--- config.mk ---
export PLATFORM = sky130hd
export DESIGN_NAME = pixel_fb_writer
export DESIGN_NICKNAME = d
export VERILOG_FILES = /design/src/rtl/fb_pkg.sv /design/src/rtl/pixel_fifo.sv /design/src/rtl/pixel_fb_writer.sv
export SDC_FILE = /design/constraint.sdc
export NUM_CORES = 1
export LEC_CHECK = 0
export CAP_MARGIN = 15
export CELL_PAD_IN_SITES_DETAIL_PLACEMENT = 1
export CELL_PAD_IN_SITES_GLOBAL_PLACEMENT = 1
export CORE_MARGIN = 8
export CORE_UTILIZATION = 45
export DETAILED_ROUTE_END_ITERATION = 7
export MAX_ROUTING_LAYER = met4
export PLACE_DENSITY = 0.77
export SYNTH_ARGS = -nofsm -noshare
export SYNTH_HDL_FRONTEND = slang
export SYNTH_SLANG_ARGS = --single-unit
--- constraint.sdc ---
create_clock -name clk -period 5.2 [get_ports clk]
set_input_delay 1.56 -clock clk [delete_from_list [all_inputs] [get_ports clk]]
set_output_delay 1.56 -clock clk [all_outputs]
set_load 0.02 [all_outputs]
--- src/rtl/fb_pkg.sv ---
// Shared types and constants for the framebuffer pixel writer.
//   H_RES / V_RES : visible resolution used for clipping
//   X_W / Y_W / C_W : pixel coordinate and colour widths
//   FB_ADDR_W : linear framebuffer word address width
//   KEY_COLOR : colour treated as transparent when TRANSPARENT_KEY_EN is defined
//   out_state_t : output stage states
//   fb_addr_of() : linear address y*320 + x built from shifts
package fb_pkg;

    localparam int unsigned X_W       = 9;
    localparam int unsigned Y_W       = 8;
    localparam int unsigned C_W       = 12;
    localparam int unsigned FB_ADDR_W = 17;
    localparam int unsigned DEPTH     = 8;

    localparam logic [X_W-1:0] H_RES     = 9'd320;
    localparam logic [Y_W-1:0] V_RES     = 8'd240;
    localparam logic [C_W-1:0] KEY_COLOR = 12'h000;

    typedef struct packed {
        logic [X_W-1:0] x;
        logic [Y_W-1:0] y;
        logic [C_W-1:0] color;
    } pixel_t;

    typedef enum logic {
        ST_EMPTY = 1'b0,
        ST_HOLD  = 1'b1
    } out_state_t;

    // y*320 = y*256 + y*64; fits 17 bits for every in-range pixel.
    function automatic logic [FB_ADDR_W-1:0] fb_addr_of(input logic [X_W-1:0] x,
                                                        input logic [Y_W-1:0] y);
        logic [FB_ADDR_W-1:0] yw;
        yw = FB_ADDR_W'(y);
        return (yw << 8) + (yw << 6) + FB_ADDR_W'(x);
    endfunction

endpackage

--- src/rtl/pixel_fifo.sv ---
// Synchronous FIFO for pixel entries.
//   clk, reset        : clock, synchronous active-high reset (flushes contents)
//   push, wdata       : write an entry (ignored when full)
//   pop, rdata        : remove head entry (ignored when empty); rdata shows the head
//   full, empty, level: status decoded from the extra-MSB pointers
module pixel_fifo #(
    parameter int unsigned DEPTH = 8,
    parameter int unsigned W     = 29
) (
    input  logic                       clk,
    input  logic                       reset,
    input  logic                       push,
    input  logic [W-1:0]               wdata,
    input  logic                       pop,
    output logic [W-1:0]               rdata,
    output logic                       full,
    output logic                       empty,
    output logic [$clog2(DEPTH):0]     level
);

    localparam int unsigned AW = $clog2(DEPTH);
    localparam logic [AW:0] PTR_ONE = (AW+1)'(1);

    logic [W-1:0] mem [DEPTH];
    logic [AW:0]  wptr;
    logic [AW:0]  rptr;

    always_ff @(posedge clk) begin
        if (reset) begin
            wptr <= '0;
            rptr <= '0;
        end else begin
            if (push && !full)
                wptr <= wptr + PTR_ONE;
            if (pop && !empty)
                rptr <= rptr + PTR_ONE;
        end
    end

    always_ff @(posedge clk) begin
        if (push && !full)
            mem[wptr[AW-1:0]] <= wdata;
    end

    // Same index with differing wrap bits means the write side lapped the read side.
    assign full  = (wptr[AW] != rptr[AW]) && (wptr[AW-1:0] == rptr[AW-1:0]);
    assign empty = (wptr == rptr);
    assign level = wptr - rptr;
    assign rdata = mem[rptr[AW-1:0]];

endmodule

--- src/rtl/pixel_fb_writer.sv ---
// Framebuffer pixel writer: clips incoming pixel writes, buffers them in a
// FIFO and presents them one at a time on the framebuffer write port.
// Optional feature macro: TRANSPARENT_KEY_EN (drop in-range KEY_COLOR pixels).
//   clk, reset            : clock, synchronous active-high reset
//   in_x/in_y/in_color    : pixel to write, qualified by in_we
//   in_ready              : FIFO not full this cycle
//   fb_addr/fb_data/fb_we : framebuffer write port, held until fb_grant
//   fb_grant              : port accepts the pending write this cycle
//   level                 : FIFO occupancy (excludes the write held on the port)
//   idle                  : nothing buffered and nothing pending
//   overflow              : sticky, an in-range pixel was dropped on a full FIFO
//   clip_cnt              : saturating count of out-of-range pixels
module pixel_fb_writer
    import fb_pkg::*;
#(
    parameter int unsigned FIFO_DEPTH = DEPTH
) (
    input  logic                          clk,
    input  logic                          reset,
    input  logic [8:0]                    in_x,
    input  logic [7:0]                    in_y,
    input  logic [11:0]                   in_color,
    input  logic                          in_we,
    output logic                          in_ready,
    output logic [16:0]                   fb_addr,
    output logic [11:0]                   fb_data,
    output logic                          fb_we,
    input  logic                          fb_grant,
    output logic [$clog2(FIFO_DEPTH):0]   level,
    output logic                          idle,
    output logic                          overflow,
    output logic [15:0]                   clip_cnt
);

    out_state_t state;
    out_state_t state_nxt;

    pixel_t     in_px;
    pixel_t     head_px;
    logic [$bits(pixel_t)-1:0] head_raw;
    logic       full;
    logic       empty;
    logic       clipped;
    logic       keyed;
    logic       push;
    logic       pop;

    assign in_px   = '{x: in_x, y: in_y, color: in_color};
    assign clipped = (in_x >= H_RES) || (in_y >= V_RES);

`ifdef TRANSPARENT_KEY_EN
    assign keyed = (in_color == KEY_COLOR);
`else
    assign keyed = 1'b0;
`endif

    // Clipping wins over keying and overflow; only surviving pixels see the full flag.
    assign push     = in_we && !clipped && !keyed && !full;
    assign in_ready = !full;

    pixel_fifo #(
        .DEPTH (FIFO_DEPTH),
        .W     ($bits(pixel_t))
    ) u_fifo (
        .clk   (clk),
        .reset (reset),
        .push  (push),
        .wdata (in_px),
        .pop   (pop),
        .rdata (head_raw),
        .full  (full),
        .empty (empty),
        .level (level)
    );

    assign head_px = pixel_t'(head_raw);

    always_comb begin
        state_nxt = state;
        pop       = 1'b0;
        case (state)
            ST_EMPTY: begin
                if (!empty) begin
                    pop       = 1'b1;
                    state_nxt = ST_HOLD;
                end
            end
            ST_HOLD: begin
                if (fb_grant) begin
                    if (!empty)
                        pop = 1'b1;
                    else
                        state_nxt = ST_EMPTY;
                end
            end
            default: state_nxt = ST_EMPTY;
        endcase
    end

    always_ff @(posedge clk) begin
        if (reset) begin
            state    <= ST_EMPTY;
            fb_addr  <= '0;
            fb_data  <= '0;
            overflow <= 1'b0;
            clip_cnt <= '0;
        end else begin
            state <= state_nxt;
            if (pop) begin
                fb_addr <= fb_addr_of(head_px.x, head_px.y);
                fb_data <= head_px.color;
            end
            if (in_we && clipped && (clip_cnt != '1))
                clip_cnt <= clip_cnt + 16'd1;
            if (in_we && !clipped && !keyed && full)
                overflow <= 1'b1;
        end
    end

    assign fb_we = (state == ST_HOLD);
    assign idle  = empty && (state == ST_EMPTY);

endmodule

==> impl_metrics.json <==
{
  "hold-path-cell-count": 2,
  "maxCapViolations": 0,
  "slew_viol_final": 0,
  "synth_async_sr_flop_share_pct": 0,
  "dp_hpwl_um": 17400,
  "core_area_um2": 25300,
  "synth_top_flop_cell": "edfxtp_1",
  "crit_required_ns": 3.64,
  "design_area_um2": 14000,
  "rsz0062_at_grt": "no",
  "die_w_um": 177,
  "num-fill-cells": 2341,
  "postPlaceCellArea_um2": 12900,
  "grt_pass1_vias": 7170,
  "ys_types": 49,
  "num-nets-final": 840,
  "wl_um": 27100,
  "yosys.area.top_type": "edfxtp_1",
  "detail-route-antenna-nets": 0,
  "fmax_ghz": 0.238,
  "worstMarginPinSlew_ns": 0.848,
  "setup-tns-final_ns": 0,
  "synthTopCellsByArea": "edfxtp_1, mux4_2, dfxtp_1",
  "cts-resized-gates": 0,
  "n_antenna_cell": 0,
  "fin_util_pct": 55.4,
  "yosys.area.top_type_share_pct": 60.1,
  "grt_pass1_wl_um": 41900,
  "io_buffers": 85,
  "cts.clk_slew.worst_paths_ns": 0.06,
  "ctsHoldBuffers": 0,
  "status": "completed",
  "irDropWorstVdd_v": 0.000343,
  "num_rows": 58,
  "cts_tree": "done",
  "antenna_found_initial": 0,
  "clock_skew_ns": 0.00946,
  "synth.most_common_cell": "edfxtp_1",
  "cpPeakStageDelay_ns": 0.64,
  "p_leak_nw": 4.50,
  "slew_headroom_pct": 43.0,
  "htreeDepth": 1,
  "track_usage_pct": 17.9,
  "area_delta_synth_final_pct": 20.7,
  "r2r_setup_slack_ns": 1.50,
  "crit_path_end_kind": "primary output",
  "startpoint_type": "flop",
  "synth_fp_nets": 735,
  "ctsRootBufferMaster": "clkbuf_16",
  "clock_sinks": 290,
  "fin_ws_ns": 1.01,
  "cts_setup_buffers": 0,
  "multi_input_area_um2": 3320,
  "cts_inserted_buffers": 30,
  "vias_per_cell": 5.64,
  "start_util_pct": 45.9,
  "finalSetupViolCount": 0,
  "finalCritPeriodShare_pct": 80.7,
  "ys_seq_area_share_pct": 70.1,
  "place.gp.congestion": 0.789,
  "layout.area.seq_um2": 8130,
  "overflow": 0,
  "ys_warn_count": 0,
  "synth_edf_count": 232,
  "crit_buf_inv": 2,
  "wire_per_inst_um": 23.8,
  "drive_above_1_share_pct": 18.3,
  "critPathSlowestCell": "clkdlybuf4s50_1",
  "criticalPathCategory": "reg -> out",
  "drcViolationCount": 0,
  "dieArea_um2": 31200,
  "crit_fanout": 7,
  "route.vias.total": 6414,
  "synthTopCellsByCount": "edfxtp_1, dfxtp_1, mux4_2, nor2_1, nand2_1",
  "synth_seq_cells": 290,
  "crit_arrival_ns": 2.63,
  "grt_start_max_net_pins": 37,
  "avgSynthCellArea_um2": 17.1,
  "clock_latency_ns": 0.55,
  "crit_chain": "inv_1, ha_1, fa_1, xnor2_1, clkdlybuf4s50_1",
  "die_height_um": 177,
  "power.total_mw": 6.81,
  "dr.first_iter.drc_count": 405,
  "drtPass1Iterations": 5,
  "worstHoldPathType": "reg -> reg",
  "final_hold_viol_count": 0,
  "p_per_area_nw_per_um2": 487,
  "finalCriticalPeriod_ns": 4.19,
  "rr_worst_depth": 10,
  "synth_area_um2": 11600,
  "cts.path.max_buffers": 3,
  "post-place-ws_ns": 0.538,
  "cp.depth": 5,
  "syn_inst": 678,
  "crit_family": "buffers and inverters",
  "io_pins": 86
}
==> kinds of logic after synthesis <==
kind of cell / after synthesis / share of synthesized area, %
flip-flops: 290 / 70.1
AND/OR/NAND/NOR: 132 / 5.40
multiplexers: 89 / 14.0
AO/OA/AOI/OAI: 76 / 4.39
buffers and inverters: 47 / 1.74
adder cells (fa/ha/maj): 24 / 2.78
XOR/XNOR: 20 / 1.58
==> registers in the layout, summed over array words and instances, names as in the netlist, named ones only <==
name and count:
u_fifo.wptr 4, overflow 1, u_fifo.rptr 4, fb_data 12, u_fifo.mem 232, fb_addr 17
clip_cnt 16, fb_we 1
==> final cells by class <==
type	count	area share (%)
timing repair buffer	101	6.99
clock inverter	19	1.77
clock buffer	37	5.92
sequential	290	58.1
inverter	19	0.510
multi-input combinational	341	23.7
tap	330	2.95
==> power by group <==
group | total (mW) | internal [mW] | switching (mW)
Combinational | 1.72 | 0.795 | 0.926
Clock | 2.31 | 1.42 | 0.883
Sequential | 2.78 | 2.64 | 0.143
==> worst reg2reg max path, stage by stage, from the launching register on <==
cell,delay (ns)
dfxtp_4,0.73
mux4_2,0.61
mux2i_1,0.35
fa_1,0.53
inv_1,0.08
ha_1,0.22
a21oi_1,0.21
o22ai_1,0.20
o21ai_0,0.30
xor2_1,0.11
a211oi_1,0.27
==> layer usage <==
layer | GRT usage, % | wire [um]
met5 | - | 0
met4 | 4.73 | 616
met3 | 3.05 | 1270
met2 | 30.7 | 14000
met1 | 21.8 | 11200
==> cells in the final DEF, fill, tap and decap left out, types with 3 or more instances in the layout <==
| master | instances |
|---|---|
| buf_4 | 15 |
| edfxtp_1 | 232 |
| bufinv_16 | 6 |
| clkbuf_8 | 3 |
| dfxtp_1 | 55 |
| nor2_1 | 45 |
| o21a_1 | 3 |
| ha_1 | 21 |
| nand2_1 | 30 |
| clkinv_2 | 5 |
| clkbuf_1 | 3 |
| clkbuf_16 | 31 |
| mux2_2 | 7 |
| o21ai_0 | 15 |
| clkinv_1 | 5 |
| fa_1 | 3 |
| xor2_1 | 7 |
| a21oi_1 | 21 |
| nor4_1 | 4 |
| mux4_2 | 58 |
| clkdlybuf4s50_1 | 84 |
| nand3b_1 | 4 |
| or3_1 | 7 |
| a211oi_1 | 23 |
| nor2_4 | 6 |
| inv_1 | 19 |
| nand4_1 | 5 |
| nand2b_1 | 5 |
| nor3_1 | 6 |
| xnor2_1 | 12 |
| nand3_1 | 8 |
| mux2i_1 | 24 |
==> path summary, 6_finish.rpt <==
check | startpoint | to
hold / removal | fb_addr[6] | fb_addr[6]
hold reg to reg | fb_addr[6] | fb_addr[6]
setup reg to reg | flop | fb_addr[14]
setup / recovery | u_fifo.wptr[0] | level[2]
==> stage by stage <==
step	hold slack (ns)	instances
after CTS	0.464	1137
after floorplan	0.494	678
after global placement	0.450	1081
after detailed placement	0.455	1081
after global routing	0.487	1137
final	0.469	1137
(Power assumes the default switching activity.)
